--- config.mk ---
export PLATFORM = sky130hd
export DESIGN_NAME = fifo_wr_arbiter
export DESIGN_NICKNAME = d
export VERILOG_FILES = /design/src/rtl/fifo_wr_arbiter.sv
export SDC_FILE = /design/constraint.sdc
export NUM_CORES = 1
export LEC_CHECK = 0
export ABC_AREA = 1
export CAP_MARGIN = 10
export CORE_ASPECT_RATIO = 1.2
export CORE_MARGIN = 2
export CORE_UTILIZATION = 46
export DETAILED_ROUTE_END_ITERATION = 12
export GPL_ROUTABILITY_DRIVEN = 1
export PLACE_DENSITY = 0.81
export SYNTH_ARGS = -nofsm -noshare
export SYNTH_HDL_FRONTEND = slang
export SYNTH_SLANG_ARGS = --single-unit
--- constraint.sdc ---
create_clock -name wclk -period 2.45 [get_ports wclk]
set_input_delay 0.245 -clock wclk [delete_from_list [all_inputs] [get_ports wclk]]
set_output_delay 0.245 -clock wclk [all_outputs]
set_load 0.03 [all_outputs]
--- src/rtl/fifo_wr_arbiter.sv ---
// Four-requester write arbiter for a FIFO's write port: round-robin grants with
// a burst limit that shrinks to a single word when the FIFO is half full.
module fifo_wr_arbiter #(
    parameter int DATA_WIDTH = 8,
    parameter int MAX_BURST  = 4
) (
    input  logic                  wclk,
    input  logic                  wrst,
    input  logic [3:0]            req,
    input  logic [DATA_WIDTH-1:0] data_0,
    input  logic [DATA_WIDTH-1:0] data_1,
    input  logic [DATA_WIDTH-1:0] data_2,
    input  logic [DATA_WIDTH-1:0] data_3,
    input  logic                  wfull,
    input  logic                  half_full,
    output logic [3:0]            gnt,
    output logic [3:0]            ack,
    output logic                  winc,
    output logic [DATA_WIDTH-1:0] wdata,
    output logic [1:0]            owner_id,
    output logic                  busy,
    output logic [15:0]           stall_cnt
);

    typedef enum logic {
        IDLE = 1'b0,
        OWN  = 1'b1
    } state_t;

    state_t                  state, state_nxt;
    logic [1:0]              rr_ptr;
    logic [3:0]              burst_cnt;
    logic [3:0]              burst_lim;
    logic [1:0]              pick;
    logic [1:0]              idx;
    logic                    owner_req;
    logic                    last_word;
    logic                    release_own;
    logic [DATA_WIDTH-1:0]   owner_data;

    // Round-robin search: scan downwards so the nearest set bit after rr_ptr wins.
    always_comb begin
        pick = rr_ptr;
        idx  = rr_ptr;
        for (int i = 3; i >= 0; i--) begin
            idx = rr_ptr + 2'(i);
            if (req[idx]) pick = idx;
        end
    end

    always_comb begin
        owner_data = data_0;
        case (owner_id)
            2'd0: owner_data = data_0;
            2'd1: owner_data = data_1;
            2'd2: owner_data = data_2;
            2'd3: owner_data = data_3;
            default: owner_data = data_0;
        endcase
    end

    assign busy        = (state == OWN);
    assign owner_req   = req[owner_id];
    // Reset gates the write strobe directly so a burst cut by reset writes nothing.
    assign winc        = busy && owner_req && !wfull && wrst;
    assign ack         = winc ? (4'b0001 << owner_id) : 4'b0000;
    assign wdata       = busy ? owner_data : '0;
    assign last_word   = winc && (burst_cnt == burst_lim - 4'd1);
    assign release_own = !owner_req || last_word;

    // NOTE: next-state logic assigns its default first so no path can infer a latch.
    always_comb begin
        state_nxt = state;
        case (state)
            IDLE:    if (|req) state_nxt = OWN;
            OWN:     if (release_own) state_nxt = IDLE;
            default: state_nxt = IDLE;
        endcase
    end

    // NOTE: all state uses non-blocking assignments so every register sees pre-edge values.
    always_ff @(posedge wclk) begin
        if (!wrst) begin
            state     <= IDLE;
            gnt       <= 4'b0000;
            owner_id  <= 2'd0;
            rr_ptr    <= 2'd0;
            burst_cnt <= 4'd0;
            burst_lim <= 4'(MAX_BURST);
            stall_cnt <= 16'd0;
        end else begin
            state <= state_nxt;
            case (state)
                IDLE: begin
                    if (|req) begin
                        gnt       <= 4'b0001 << pick;
                        owner_id  <= pick;
                        burst_cnt <= 4'd0;
                        burst_lim <= half_full ? 4'd1 : 4'(MAX_BURST);
                    end
                end
                OWN: begin
                    if (release_own) begin
                        gnt    <= 4'b0000;
                        rr_ptr <= owner_id + 2'd1;
                    end else begin
                        if (winc) burst_cnt <= burst_cnt + 4'd1;
                        if (wfull && stall_cnt != 16'hFFFF) stall_cnt <= stall_cnt + 16'd1;
                    end
                end
                default: gnt <= 4'b0000;
            endcase
        end
    end

endmodule

==> results.toml <==
[outcome]
run_status = "finished, final reports clean"

[grt]
groute.usage.overall = 0.227
global_route_wire_length_before_repair_mm = 9.60
antenna_found_initial = 0
globalRoute.totalOverflow = 0
pin_count_of_the_biggest_net_entering_global_routing = 23
first_global_vias = 2305

[synth]
syn-cell-area_um2 = 2190
yosys_warnings = 0
mappedNetlistNets = 388
synth.avg_cell_area_um2 = 6.45
ys_async_sr_fraction = 0
share_of_yosys_cell_area_claimed_by_the_top_area_cell_type = 0.283
synth.ff_latch_count = 31
yosys-top-cells-area = "sky130_fd_sc_hd__dfxtp_1, sky130_fd_sc_hd__nand2_1, sky130_fd_sc_hd__nand3_1"
synthFlopType = "sky130_fd_sc_hd__dfxtp_1"
cell_accounting_for_the_most_synthesized_area = "sky130_fd_sc_hd__dfxtp_1"
post_synth_inst_count = 340
synth_edf_count = 0
yosysSeqAreaShare = 0.283
number_of_distinct_library_cells_after_synthesis = 30

[clock_tree]
worst_setup_hold_path_clk_slew_ns = 0.06
cts.sinks = 31
ctsHtreeMaxLevel = 2
cts_tree = "done"
cts_buffer_depth = 2
cts-hold-fix-buffers = 0
cts_post_setup_buffers_inserted = 0
cts_buffers = 5
worst_skew_pair.late_latency_ns = 0.28
clock-root-buffer = "sky130_fd_sc_hd__clkbuf_8"

[floorplanning]
die_area_um2 = 5340
rows = 27
die_w_um = 67.1
floorplan.core_area_um2 = 4590
initial_utilization = 0.478
top_level_pins = 76
die_height_um = 79.7

[sta]
timing.fmax_ghz = 0.450
final.min_clock_period_ns = 2.22
holdWs_ns = 0.467
period_share = 0.908
setup_viol = 0
timing_hold_violations_final = 0
clock_skews_ns = 0.00809
slew-limit-headroom = 0.704
setup_ws_ns = 0.226
rsz_0062_raised_after_global_routing = "false"
final-max-slew-violation-count = 0
totalNegativeSetupSlack_ns = 0
tightestPinTransition_ns = 0.443

[setup_path]
wp_data_arrival_ns = 1.98
r2r_setup_slack_ns = 0.33
regToRegStartpoint = "stall_cnt[0]"
critical_path_peak_fanout = 8
worstSetupStartpointType = "flop"
cp_data_required_time_ns = 2.20
r2r.worst_path.cells = 9
rr_endpoint = "stall_cnt[0]"
setup.worst_path.class = "flop to primary output"
cp-end-kind = "primary output"

[route]
drcViolationCount = 0
post_dr_vias_cell = 5.24
wire_per_inst_um = 12.6
drt_iter0_drc = 71
totalWireLength_mm = 5.96
drtAntennaViolNets = 0
drt-pass1-iter-count = 5
dr_total_vias = 2471

[cells_and_area]
syn2layout_area_growth_pct = 39.8
num_antenna_cells = 0
layout-drive-gt1-share = 0.0821
most-common-layout-cells = "sky130_fd_sc_hd__nand2_1, sky130_fd_sc_hd__clkdlybuf4s50_1, sky130_fd_sc_hd__nand3_1, sky130_fd_sc_hd__a21oi_1"
design.final.nets = 462
mostFrequentLayoutCell = "sky130_fd_sc_hd__nand2_1"

[placement]
hpwlAfterDp_mm = 4.44
place_ws_ns = 0.283
gp_routability_congestion = 0.964
total_of_buffers_placed_on_input_and_output_ports = 75

[pwr]
power-per-cell-area_nw_per_um2 = 517
peakVddDrop_uv = 498
leakagePower_nw = 1.30

[min_path]
worst_hold_path.endpoint = "gnt[3]"
hp-start = "gnt[3]"
timing.hold.worst_path_depth = 2
timing.hold.worst.class = "flop to flop"

[job]
maxCapViolCount = 0
## metal layers
metal	vias to the layer above	GRT usage	routed length, µm
met5	-	0	0
li1	1263	-	-
met4	0	0.100	159
met2	107	0.416	2800
met1	1085	0.232	2400
met3	16	0.0649	594
## worst max-delay path, stage by stage (launching register included)
cell	delay (ns)
sky130_fd_sc_hd__dfxtp_1	0.48
sky130_fd_sc_hd__inv_2	0.11
sky130_fd_sc_hd__ha_1	0.22
sky130_fd_sc_hd__inv_1	0.18
sky130_fd_sc_hd__o21ai_0	0.12
sky130_fd_sc_hd__a31oi_1	0.18
sky130_fd_sc_hd__dlygate4sd2_1	0.42
## flip-flops by register name, indices dropped and copies added, names as in the netlist
signal,flops
owner_id,2
busy,1
burst_lim,2
rr_ptr,2
stall_cnt,16
gnt,4
burst_cnt,4
## power by group
part	switching [W]	internal, W	total (W)
combinational	0.000370	0.000241	0.000611
clock	0.000180	0.000220	0.000400
sequential	0.0000414	0.000535	0.000576
## cell usage after synthesis (2+ instances only)
master and n:
sky130_fd_sc_hd__buf_1 3, sky130_fd_sc_hd__and2_1 2, sky130_fd_sc_hd__dfxtp_1 31, sky130_fd_sc_hd__a21oi_2 4, sky130_fd_sc_hd__o21ai_0 11, sky130_fd_sc_hd__clkbuf_1 5
sky130_fd_sc_hd__o21ai_1 5, sky130_fd_sc_hd__nand4_1 8, sky130_fd_sc_hd__ha_1 8, sky130_fd_sc_hd__xnor2_1 4, sky130_fd_sc_hd__nand2_1 91, sky130_fd_sc_hd__nand3_1 36
sky130_fd_sc_hd__nor2_1 23, sky130_fd_sc_hd__a21oi_1 32, sky130_fd_sc_hd__xor2_1 12, sky130_fd_sc_hd__inv_2 7, sky130_fd_sc_hd__inv_1 31, sky130_fd_sc_hd__nor3_1 5
sky130_fd_sc_hd__a31oi_1 8, sky130_fd_sc_hd__nor3_2 2, sky130_fd_sc_hd__buf_2 3
## area by class of cell
cell class | instances | area [µm²]
Fill cell | 408 | 1530
Clock buffer | 6 | 82.6
Sequential cell | 31 | 621
Clock inverter | 1 | 5.00
Timing Repair Buffer | 79 | 769
Tap cell | 58 | 72.6
Inverter | 38 | 143
Multi-Input combinational cell | 259 | 1380
## logic make-up (layout without fill, tap and decap cells)
kind of cell	count (synthesis)	in the layout	share of synthesized area
flops	31	31	0.283
compound gates	62	62	0.155
fa+ha+maj	8	8	0.0456
xor+xnor	16	16	0.0639
buf+inv	50	124	0.0906
simple gates	173	173	0.362
## stage by stage
step	total power (W)	area, µm²	utilization	cells
finish	0.00159	3070	0.668	472
global route	0.00168	3070	0.668	472
CTS	0.00160	3060	0.666	472
detailed placement	0.00120	2980	0.648	465
global placement	0.00119	2980	0.648	465
floorplan	0.000971	2190	-	340
## worst max path at each step
stage	startpoint	endpoint	slack (ns)	cells past startpoint
after detailed placement	owner_id[0]	wdata[7]	0.28	6
after global placement	owner_id[0]	wdata[3]	0.33	6
after floorplan	owner_id[0]	wdata[0]	0.36	6
final	owner_id[0]	wdata[0]	0.23	6
after CTS	owner_id[0]	wdata[1]	0.008	6
after global routing	owner_id[0]	wdata[3]	0.14	6
## what timing repair did
| item | 4_1_cts | 5_1_grt |
|---|---|---|
| pin swaps | 0 | 0 |
| gates resized for setup | 5 | 3 |
| endpoints found under the setup margin | 5 | 3 |
No activity file was read; power rests on OpenSTA's default activity.
